--- config.mk ---
export PLATFORM = sky130hd
export DESIGN_NAME = id_hazard_interlock
export DESIGN_NICKNAME = d
export VERILOG_FILES = /design/src/rtl/id_hazard_interlock.sv
export SDC_FILE = /design/constraint.sdc
export NUM_CORES = 1
export LEC_CHECK = 0
export CAP_MARGIN = 10
export CELL_PAD_IN_SITES_DETAIL_PLACEMENT = 0
export CELL_PAD_IN_SITES_GLOBAL_PLACEMENT = 1
export CORE_MARGIN = 3
export CORE_UTILIZATION = 48
export DETAILED_ROUTE_END_ITERATION = 10
export DONT_BUFFER_PORTS = 1
export GPL_ROUTABILITY_DRIVEN = 0
export MAX_ROUTING_LAYER = met4
export PLACE_DENSITY = 0.84
export SLEW_MARGIN = 20
export SYNTH_ARGS = -nofsm -noshare
export SYNTH_HDL_FRONTEND = slang
export SYNTH_SLANG_ARGS = --single-unit
export TNS_END_PERCENT = 20
--- constraint.sdc ---
create_clock -name clk -period 2.6 [get_ports clk]
set_input_delay 0.65 -clock clk [delete_from_list [all_inputs] [get_ports clk]]
set_output_delay 0.65 -clock clk [all_outputs]
set_load 0.03 [all_outputs]
--- src/rtl/id_hazard_interlock.sv ---
// id_hazard_interlock: stalls ID when forwarding cannot cover an EX writer or a MEM load,
// tracks rd of EX/MEM instructions, and keeps stall statistics.
module id_hazard_interlock #(
    parameter int CNT_W     = 16,
    parameter int MAX_STALL = 64
) (
    input  logic             clk,
    input  logic             rst_n,
    input  logic             id_valid,
    input  logic [4:0]       id_rd,
    input  logic             id_regwrite,
    input  logic             id_memread,
    input  logic [4:0]       id_rs1,
    input  logic [4:0]       id_rs2,
    input  logic             id_rs1_used,
    input  logic             id_rs2_used,
    input  logic             flush,
    input  logic             mem_ready,
    output logic             id_stall,
    output logic             ex_bubble,
    output logic [1:0]       state,
    output logic [CNT_W-1:0] stall_count,
    output logic             stall_timeout
);
    typedef enum logic [1:0] {RUN = 2'd0, HAZ = 2'd1, MEMWAIT = 2'd2} state_t;
    typedef struct packed {
        logic       v;
        logic [4:0] rd;
        logic       rw;
        logic       mr;
    } slot_t;

    localparam int RUN_W = $clog2(MAX_STALL + 1);
    localparam logic [RUN_W-1:0] RUN_MAX = RUN_W'(MAX_STALL);

    slot_t ex_s, mem_s;
    state_t cur, nxt;
    logic [RUN_W-1:0] run_cnt, run_nxt;
    logic haz;

    function automatic logic match(slot_t s, logic [4:0] rs1, logic [4:0] rs2, logic u1, logic u2);
        return s.v & s.rw & (s.rd != 5'd0) & ((u1 & (rs1 == s.rd)) | (u2 & (rs2 == s.rd)));
    endfunction

    assign haz = id_valid & (match(ex_s, id_rs1, id_rs2, id_rs1_used, id_rs2_used)
                 | (match(mem_s, id_rs1, id_rs2, id_rs1_used, id_rs2_used) & mem_s.mr));
    // Gated by rst_n so every output reads 0 the moment reset asserts.
    assign id_stall  = rst_n & (haz | ~mem_ready);
    assign ex_bubble = rst_n & mem_ready & (haz | flush);
    assign state     = cur;
    assign run_nxt   = ~id_stall ? '0 : (run_cnt == RUN_MAX) ? run_cnt : run_cnt + 1'b1;

    always_comb begin
        nxt = RUN;
        if (!mem_ready) nxt = MEMWAIT;
        else if (haz)   nxt = HAZ;
    end

    always_ff @(posedge clk or negedge rst_n) begin
        if (!rst_n) begin
            cur <= RUN;
        end else begin
            cur <= nxt;
        end
    end

    always_ff @(posedge clk or negedge rst_n) begin
        if (!rst_n) begin
            ex_s  <= '0;
            mem_s <= '0;
        end else if (mem_ready) begin
            mem_s <= ex_s;
            ex_s  <= (ex_bubble || !id_valid) ? '0 : {1'b1, id_rd, id_regwrite, id_memread};
        end
    end

    always_ff @(posedge clk or negedge rst_n) begin
        if (!rst_n) begin
            stall_count   <= '0;
            run_cnt       <= '0;
            stall_timeout <= 1'b0;
        end else begin
            if (id_stall && stall_count != '1) stall_count <= stall_count + 1'b1;
            run_cnt       <= run_nxt;
            stall_timeout <= stall_timeout | (run_nxt == RUN_MAX);
        end
    end
endmodule

==> results of run 1 <==
## how the worst min path moves through the flow
stage | startpoint | to | slack (ns) | cells past startpoint
floorplan | rst_n | ex_s[0] | 0.35 | 0
global placement | rst_n | run_cnt[4] | 0.36 | 0
detailed placement | rst_n | run_cnt[5] | 0.36 | 0
CTS | rst_n | run_cnt[5] | 0.03 | 0
global route | rst_n | run_cnt[5] | 0.02 | 0
finish | rst_n | run_cnt[5] | 0.04 | 0
## synth_stat cells, types with 3 or more instances
library cell | count | share of area (%)
sky130_fd_sc_hd__a211oi_1 | 10 | 3.4
sky130_fd_sc_hd__a21oi_1 | 3 | 0.68
sky130_fd_sc_hd__a22o_1 | 7 | 2.8
sky130_fd_sc_hd__and3_1 | 5 | 1.4
sky130_fd_sc_hd__dfrtp_1 | 42 | 48
sky130_fd_sc_hd__ha_1 | 3 | 1.7
sky130_fd_sc_hd__inv_1 | 8 | 1.4
sky130_fd_sc_hd__mux2_2 | 10 | 5.1
sky130_fd_sc_hd__nand2_1 | 13 | 2.2
sky130_fd_sc_hd__nand3_1 | 9 | 2.0
sky130_fd_sc_hd__nand4_1 | 9 | 2.6
sky130_fd_sc_hd__nor2_1 | 15 | 2.6
sky130_fd_sc_hd__nor3_1 | 4 | 0.91
sky130_fd_sc_hd__xnor2_1 | 27 | 11
sky130_fd_sc_hd__xor2_1 | 12 | 4.8
## sequential cells by signal (all words and copies together) (netlist names)
signal and flops:
ex_s 8, mem_s 8, stall_count 16, run_cnt 7
state 2, stall_timeout 1
## final cells by class
type	instances	area, sq um
Clock inverter	2	37.5
Inverter	10	40.0
Tap cell	52	65.1
Clock buffer	6	72.6
Timing Repair Buffer	13	97.6
Fill cell	399	1900
Sequential cell	42	1050
Multi-Input combinational cell	150	1120
## what timing repair did
| action | in CTS | in global routing |
|---|---|---|
| resized for setup | 5 | 1 |
| setup endpoints to repair | 2 | 2 |
| pin swaps | 4 | 4 |
| gates cloned | 0 | 0 |
## metrics by stage
step | TNS [ns] | total power, W
after floorplan | 0 | 0.00124
after global placement | 0 | 0.00138
after detailed placement | 0 | 0.00139
after CTS | -0.101 | 0.00190
after global routing | -0.107 | 0.00199
final | -0.00413 | 0.00189
## routing by layer
| layer | part of all wire (%) | up-vias |
|---|---|---|
| met4 | 1.1 | 0 |
| met2 | 45 | 36 |
| li1 | - | 766 |
| met3 | 7.3 | 5 |
| met1 | 47 | 759 |
| met5 | 0 | - |
## power breakdown
| group | switching (W) | internal, W |
|---|---|---|
| Combinational | 0.000259 | 0.000193 |
| Clock | 0.000224 | 0.000287 |
| Sequential | 0.000172 | 0.000752 |
## worst register-to-register path: cells and delay by family, from the launching register on
family / cells / cell delay (ns)
compound gates: 3 / 0.80
buf+inv: 3 / 0.50
flops: 1 / 0.38
xor+xnor: 2 / 0.30
simple gates: 1 / 0.13
## cells by family after synthesis
family / count (synthesis) / synth area share [%]
fa+ha+maj: 3 / 1.70
flops: 42 / 47.6
simple gates: 61 / 13.6
mux: 10 / 5.10
compound gates: 37 / 13.8
buf+inv: 14 / 2.72
xor+xnor: 39 / 15.5
==> metrics.txt, run 1 <==
EDFF count, synth=0; post-synth net total=233; Setup violations, final=1; largest clock skew in the final design=0.00639 ns; delay of the slowest cell on the worst path=0.38 ns; Worst VDD drop=329 uV; slack of the critical path=-0.00413 ns; CP Capture Type=output port; cell area reported after detailed placement=2350 sq um; clock latency on the worst-skew pair=0.29 ns; Finished Core Util=56.6%; clock sink count=42; CTS Buffer Depth=2; type of the worst setup path=flop to output port; hold slack final=0.0435 ns; startpoint types=flop; via count of the first global-routing pass=1582; power density normalized to cell area=760 nW/um^2; met3 routing resource usage after global routing=6.43%; share of the yosys chip area belonging to registers=47.6%; worst r2r path cells=9; wire length of the first global-routing pass=7210 microns; total congestion overflow=0; register-to-register path setup slack=0.34 ns; list of cells traversed by the critical path=or3_1 > o311a_1 > and3_4 > a22oi_4 > and2_4 > inv_4; WP data required=1.95 ns; count of unresolved DRC violations after routing=0; largest fanout on the critical path=3; placed cell count=267; Synth Warn #=0; row count=24; RSZ-0062 raised after global routing=yes; Pins Over Slew Limit=0; final hold violation count=0; buffers added on ports=0; via count=1566; Final period util=100%; overall die height=73.8 microns; antenna-violating nets left=0; Leakage=1.10 nW; critical path buffer and inverter count=1; violated checks=setup timing; CP Launch Point=ex_s[2]; number of H-tree branching levels=2; met2 track utilization from global routing=25.7%; TritonCTS clock tree=yes; Total Nets Final=249; endpoint of the most critical register-to-register path=stall_count[15]; Final Instance Area=2480 sq um; Synth async-reset ratio=100%; initial antenna violation count=0; die outline width=73.8 microns; maximum capacitance violations=0; summed instance area of the synthesized netlist=2210 sq um; Most used DFF post-synth=sky130_fd_sc_hd__dfrtp_1; clock input transition at the sequential cells of the worst setup and hold paths=0.08 ns; Post-Place Setup Slack=0.167 ns; number of clock buffers inserted by TritonCTS=5; Slew HR=57.7%; vias per cell=5.69; capture point of the worst path=id_stall; largest net degree at the start of global routing=48; type of the tightest min-delay check=primary input to async pin; most frequent cells in the layout=sky130_fd_sc_hd__dfrtp_1, sky130_fd_sc_hd__xnor2_1, sky130_fd_sc_hd__nor2_1; floorplan core area=4380 sq um; number of DRC violations after detailed-routing iteration 0=56; shortest clock period the worst path allows after layout=2.60 ns; Root Buffer Master=sky130_fd_sc_hd__clkbuf_8; met1 global-route usage=23.0%; I/O Pins=45; reg-to-reg startpoint=ex_s[2]; syn avg cell area=10.7 sq um; count of hold buffers inserted by post-cts repair=0; critical path's top delay family=simple AND/OR/NAND/NOR gates; cell at the slowest stage of the critical path=sky130_fd_sc_hd__dfrtp_1; Least-Margin Pin Slew=0.635 ns; First-pass DRT Iterations=4; initial core utilization=50.3%; number of distinct standard cells referenced by the synthesized netlist=38; global routing's busiest layer=met2; maximum clock frequency=384 MHz; routed wirelength normalized by instance count=15.8 microns; non-filler instance count after layout=275; Post-CTS Setup Bufs=0; fraction of final layout cells sized beyond drive strength 1=17.5%; synthesis-to-finish area growth=12.4%; CP Data Arrival Time=1.95 ns; logic depth of the worst path, buffers included=6; total die area=5450 sq um; instance count of the mapped netlist=206; Antenna Diode Count=0; most frequent standard cell in the layout excluding fill and tap cells=sky130_fd_sc_hd__dfrtp_1; DP Wirelength=3210 microns; global router's overall resource usage=17.6%; post-synthesis sequential element count=42; Post-Route WL=4350 microns; status=complete, but fails checks
Power figures use the tool's default switching activity.
==> run 2: changes to the inputs <==
--- a/config.mk
+++ b/config.mk
@@ -6,7 +6,7 @@
 export NUM_CORES = 1
 export LEC_CHECK = 0
 export CAP_MARGIN = 10
-export CELL_PAD_IN_SITES_DETAIL_PLACEMENT = 0
+export CELL_PAD_IN_SITES_DETAIL_PLACEMENT = 1
 export CELL_PAD_IN_SITES_GLOBAL_PLACEMENT = 1
 export CORE_MARGIN = 3
 export CORE_UTILIZATION = 48
==> run 2 against run 1 <==
The flow still finishes with violations (setup timing). Sequential share of layout area down 1.3 points. First-iteration DRC count up 86%. Total power up 9.7%. Critical endpoint unchanged. Largest power group unchanged.
==> metrics.txt, run 2 (synthesis gave the netlist of run 1 again) <==
largest register by flop count=stall_count; list of cells traversed by the critical path=or3_4 > o311a_4 > and3_4 > a22oi_4 > and2_4 > inv_6; Root Buffer Master=sky130_fd_sc_hd__clkbuf_8; Slew HR=55.9% (-1.7 points); wire length of the first global-routing pass=9510 microns (+32%); Total Nets Final=251 (+0.80%); total routed wire length on the met1 layer=2250 microns (+11%); initial core utilization=50.3% (unchanged); largest registers in the final layout=stall_count x16, ex_s x8, mem_s x8; CTS Buffer Depth=2 (unchanged); total power consumption of the routed design=0.00207 W (+9.7%); most frequent cells in the layout=sky130_fd_sc_hd__dfrtp_1, sky130_fd_sc_hd__xnor2_1, sky130_fd_sc_hd__nor2_1, sky130_fd_sc_hd__buf_4, sky130_fd_sc_hd__nand2_1; initial antenna violation count=0 (unchanged); count of unresolved DRC violations after routing=0 (unchanged); shortest clock period the worst path allows after layout=2.67 ns (+0.0698 ns); type of the tightest min-delay check=primary input to async pin; maximum clock frequency=374 MHz (-2.6%); violated checks=setup timing; Worst VDD drop=460 uV (+40%); total die area=5450 sq um (unchanged); die outline width=73.8 microns (unchanged); delay of the slowest cell on the worst path=0.39 ns (about the same); Post-Route WL=5980 microns (+38%); startpoint types=flop; fraction of final layout cells sized beyond drive strength 1=20.4% (+3.0 points); global router's overall resource usage=24.4% (+6.9 points); CP Data Arrival Time=2.02 ns (+0.07 ns); largest fanout on the critical path=3 (unchanged); number of H-tree branching levels=2 (unchanged); Pins Over Slew Limit=0 (unchanged); Setup violations, final=2 (+1); overall die height=73.8 microns (unchanged); total congestion overflow=0 (unchanged); synthesis-to-finish area growth=15.9%; max reg flops=16 (unchanged); First-pass DRT Iterations=4 (unchanged); power density normalized to cell area=809 nW/um^2 (+6.4%); Max Used Layer=met4; status=complete, but fails checks; maximum capacitance violations=0 (unchanged); Antenna Diode Count=0 (unchanged); RSZ-0062 raised after global routing=yes; TritonCTS clock tree=yes; row count=24 (unchanged); DP Wirelength=3930 microns (+23%); Sum Neg Setup Slack=-0.102 ns (-0.0983 ns); number of DRC violations after detailed-routing iteration 0=104 (+86%); cell at the slowest stage of the critical path=sky130_fd_sc_hd__dfrtp_1; Finished Core Util=58.4% (+1.8 points); CP Capture Type=output port; largest clock skew in the final design=0.0173 ns (+0.0109 ns); Detail Route met3 WL=387 microns (+22%); vias per cell=6.18 (+8.5%); Final period util=103% (+2.7 points); antenna-violating nets left=0 (unchanged); I/O Pins=45 (unchanged); register-to-register path setup slack=0.16 ns (-0.18 ns); type of the worst setup path=flop to output port; slack of the critical path=-0.0739 ns (-0.0698 ns); Leakage=1.13 nW (+2.8%); WP data required=1.95 ns (about the same); worst r2r path cells=10 (+1); endpoint of the most critical register-to-register path=stall_count[14]; Least-Margin Pin Slew=0.661 ns (+0.0261 ns); reg-to-reg startpoint=ex_s[4]; final hold violation count=0 (unchanged); via count=1711 (+9.3%); buffers added on ports=0 (unchanged); clock latency on the worst-skew pair=0.31 ns (+0.02 ns); routed wirelength normalized by instance count=21.6 microns (+37%); clock input transition at the sequential cells of the worst setup and hold paths=0.09 ns (about the same); number of clock buffers inserted by TritonCTS=5 (unchanged); via count of the first global-routing pass=1946 (+23%); critical path buffer and inverter count=1 (unchanged); clock sink count=42 (unchanged); floorplan core area=4380 sq um (unchanged); DR WL met2=3190 microns (+63%); critical path's top delay family=simple AND/OR/NAND/NOR gates; largest net degree at the start of global routing=48 (unchanged); most frequent standard cell in the layout excluding fill and tap cells=sky130_fd_sc_hd__dfrtp_1
[run 2: how the worst max path moves through the flow]
stage / start / to / slack, ns / depth (start not counted)
6_report: ex_s[3] / id_stall / -0.07 / 6
5_1_grt: ex_s[3] / id_stall / -0.15 / 6
2_1_floorplan: ex_s[2] / id_stall / 0.11 / 7
3_3_place_gp: id_rs2[3] / ex_bubble / 0.19 / 6
4_1_cts: ex_s[3] / id_stall / -0.12 / 6
3_5_place_dp: id_rs2[0] / ex_bubble / -0.02 / 6
[run 2: worst reg2reg max path, stage by stage, from the launching register on]
cell and delay [ns]:
sky130_fd_sc_hd__dfrtp_1 0.40, sky130_fd_sc_hd__buf_4 0.17, sky130_fd_sc_hd__xnor2_1 0.18, sky130_fd_sc_hd__nand4_1 0.12, sky130_fd_sc_hd__o22ai_2 0.26, sky130_fd_sc_hd__buf_4 0.16, sky130_fd_sc_hd__a22oi_4 0.07, sky130_fd_sc_hd__buf_4 0.14
sky130_fd_sc_hd__buf_4 0.18, sky130_fd_sc_hd__a211oi_1 0.27, sky130_fd_sc_hd__mux2_2 0.36
[run 2: per-stage QoR]
stage	cell area, sq um	hold WS, ns	instances	setup WS [ns]
after floorplan	2210	0.354	206	0.110
after global placement	2350	0.355	267	0.186
after detailed placement	2350	0.355	267	-0.0169
after CTS	2510	0.0177	276	-0.117
after global routing	2560	0.0116	277	-0.145
final	2560	0.0245	277	-0.0739
[run 2: power by group]
part	total, W	leakage, nW	internal (W)	switching [W]
sequential	0.000939	0.534	0.000752	0.000187
clock	0.000648	0.0714	0.000410	0.000238
combinational	0.000483	0.527	0.000198	0.000285
total	0.00207	1.13	0.00136	0.000709
[run 2: layer usage]
metal | GRT usage, % | vias up
li1 | - | 777
met4 | 12.1 | 0
met2 | 41.0 | 56
met5 | - | -
met3 | 7.39 | 13
met1 | 26.0 | 865
[run 2: cell type report]
class,instances,area (sq um)
Clock buffer,6,82.6
Clock inverter,2,60.1
Fill cell,486,1830
Inverter,10,42.5
Multi-Input combinational cell,150,1140
Sequential cell,42,1050
Tap cell,52,65.1
Timing Repair Buffer,15,113
[run 2: repair_timing]
| item | CTS | global route |
|---|---|---|
| endpoints found under the setup margin | 2 | 4 |
| hold endpoints to repair | 0 | 0 |
| buffers inserted | 1 | 1 |
| resized for setup | 5 | 8 |
| hold buffers | 0 | 0 |
| cloned | 0 | 0 |
| pin swaps | 6 | 3 |
==> run 3: changes to the inputs <==
--- a/config.mk
+++ b/config.mk
@@ -14,7 +14,7 @@
 export DONT_BUFFER_PORTS = 1
 export GPL_ROUTABILITY_DRIVEN = 0
 export MAX_ROUTING_LAYER = met4
-export PLACE_DENSITY = 0.84
+export PLACE_DENSITY_LB_ADDON = 0.3
 export SLEW_MARGIN = 20
 export SYNTH_ARGS = -nofsm -noshare
 export SYNTH_HDL_FRONTEND = slang
==> run 3 against run 2 <==
First-iteration DRC count decreased by 44%. Utilization decreased by 2.6 points. Cell count decreased by 2.2%. Non-clock buffer count decreased by 4. The run now ends clean. Sequential cell count unchanged. Critical path depth unchanged. Design area decreased by 4.5%. Global-route usage decreased by 2.7 points. Sequential power increased by 6%. Critical path type unchanged.
==> metrics.txt, run 3 (synthesis gave the netlist of run 1 again) <==
maximum capacitance violations=0 (unchanged); maximum clock frequency=385 MHz (+2.9%); initial core utilization=50.3% (unchanged); startpoint types=flop; Worst VDD drop=623 uV (+36%); number of H-tree branching levels=2 (unchanged); max reg flops=16 (unchanged); most frequent cells in the layout=sky130_fd_sc_hd__dfrtp_1, sky130_fd_sc_hd__xnor2_1, sky130_fd_sc_hd__nor2_1; clock latency on the worst-skew pair=0.28 ns (-0.03 ns); number of clock buffers inserted by TritonCTS=5 (unchanged); TritonCTS clock tree=yes; footprint of the multi-input gates=1120 sq um (-2.2%); overall die height=73.8 microns (unchanged); synthesis-to-finish area growth=10.7%; total die area=5450 sq um (unchanged); global router's overall resource usage=21.8% (-2.7 points); Setup violations, final=0 (-2); status=completed; type of the tightest min-delay check=primary input to async pin; Final period util=99.9% (-2.9 points); Least-Margin Pin Slew=0.626 ns (-0.0353 ns); shortest clock period the worst path allows after layout=2.60 ns (-0.0759 ns); DR WL met2=2770 microns (-13%); Root Buffer Master=sky130_fd_sc_hd__clkbuf_8; type of the worst setup path=flop to output port; WP data required=1.95 ns (about the same); Slew HR=57.2% (+1.3 points); buffers added on ports=0 (unchanged); number of DRC violations after detailed-routing iteration 0=58 (-44%); total congestion overflow=0 (unchanged); Detail Route met3 WL=334 microns (-14%); die outline width=73.8 microns (unchanged); CTS Buffer Depth=2 (unchanged); via count of the first global-routing pass=1842 (-5.3%); clock input transition at the sequential cells of the worst setup and hold paths=0.08 ns (about the same); clock sink count=42 (unchanged); total routed wire length on the met1 layer=2220 microns (-1.3%); CP Data Arrival Time=1.95 ns (-0.07 ns); Antenna Diode Count=0 (unchanged); Pins Over Slew Limit=0 (unchanged); critical path buffer and inverter count=1 (unchanged); list of cells traversed by the critical path=or3_1 > o311a_1 > and3_4 > a22oi_4 > and2_4 > inv_6; First-pass DRT Iterations=4 (unchanged); antenna-violating nets left=0 (unchanged); Post-Route WL=5360 microns (-10%); hold slack final=0.0512 ns (+0.0267 ns); critical path's top delay family=simple AND/OR/NAND/NOR gates; slack of the critical path=0.00201 ns (+0.0759 ns); DP Wirelength=3950 microns (+0.48%); fraction of final layout cells sized beyond drive strength 1=16.9% (-3.5 points); count of hold buffers inserted by post-cts repair=0 (unchanged); vias per cell=6.01 (-2.7%); Leakage=1.08 nW (-4.4%); largest clock skew in the final design=0.00735 ns (-0.00995 ns); wire length of the first global-routing pass=8790 microns (-7.6%); final hold violation count=0 (unchanged); Total Nets Final=247 (-1.6%); largest registers in the final layout=stall_count x16, ex_s x8, mem_s x8; delay of the slowest cell on the worst path=0.39 ns (about the same); routed wirelength normalized by instance count=19.8 microns (-8.4%); largest net degree at the start of global routing=48 (unchanged); cell at the slowest stage of the critical path=sky130_fd_sc_hd__or3_1; CP Capture Type=output port; Sum Neg Setup Slack=0 ns (+0.102 ns); most frequent standard cell in the layout excluding fill and tap cells=sky130_fd_sc_hd__dfrtp_1; largest register by flop count=stall_count; power density normalized to cell area=723 nW/um^2 (-11%); floorplan core area=4380 sq um (unchanged); Post-Place Setup Slack=0.0503 ns (+0.0672 ns); count of unresolved DRC violations after routing=0 (unchanged); storage element area=1050 sq um (unchanged); RSZ-0062 raised after global routing=yes; initial antenna violation count=0 (unchanged); Max Used Layer=met4; I/O Pins=45 (unchanged); largest fanout on the critical path=3 (unchanged); via count=1628 (-4.9%); row count=24 (unchanged); Filler cells=484 (-0.41%)
[run 3: cell types whose count changed in the layout (fill, tap and decap cells not counted), sizes merged]
cell	change
bufinv	-2
buf	-4
[run 3: path summary, 6_finish.rpt]
path / end / slack (ns) / depth (start not counted) / startpoint
max: id_stall / 0.002 / 6 / ex_s[2]
min: run_cnt[6] / 0.05 / 0 / rst_n
max reg2reg: stall_count[15] / 0.17 / 5 / stall_count[4]
min reg2reg: mem_s[7] / 0.52 / 1 / mem_s[7]
max in group asynchronous: ex_s[5] / 2.45 / 0 / rst_n
min in group clk: state[1] / 0.49 / 1 / mem_ready
[run 3: power breakdown]
group          switching [W]  internal [W]
clock               0.000201      0.000205
combinational       0.000196      0.000165
sequential          0.000249      0.000751
[run 3: metrics by stage]
stage          total power, W  area [sq um]  util (%)  instances
6_report              0.00177          2440      55.7        271
5_1_grt               0.00186          2440      55.7        271
4_1_cts               0.00179          2430      55.5        271
3_5_place_dp          0.00137          2320      53.0        264
3_3_place_gp          0.00133          2320      53.0        264
2_1_floorplan         0.00124          2210         -        206
[run 3: final cells by class]
type	instances	share of cell area [%]
Sequential cell	42	43.0
Multi-Input combinational cell	150	45.8
Inverter	10	1.74
Timing Repair Buffer	11	3.38
Tap cell	52	2.66
Clock buffer	6	3.38
[run 3: timing repair]
action                     CTS  global route
buffers inserted             1             0
resized for setup            6             2
cloned                       0             0
pin swaps                    6             3
setup endpoints to repair    2             3
[run 3: layer usage]
metal | global-route usage, % | up-vias
li1 | - | 766
met1 | 26.0 | 819
met2 | 35.9 | 39
met3 | 6.57 | 4
met4 | 5.43 | 0
met5 | - | -
[run 3: worst register-to-register path, cell delays in order (launching register included)]
cell	delay, ns
sky130_fd_sc_hd__dfrtp_1	0.60
sky130_fd_sc_hd__nand4_1	0.25
sky130_fd_sc_hd__nor4_1	0.49
sky130_fd_sc_hd__nand2_1	0.16
sky130_fd_sc_hd__a2111oi_0	0.62
sky130_fd_sc_hd__xor2_1	0.15
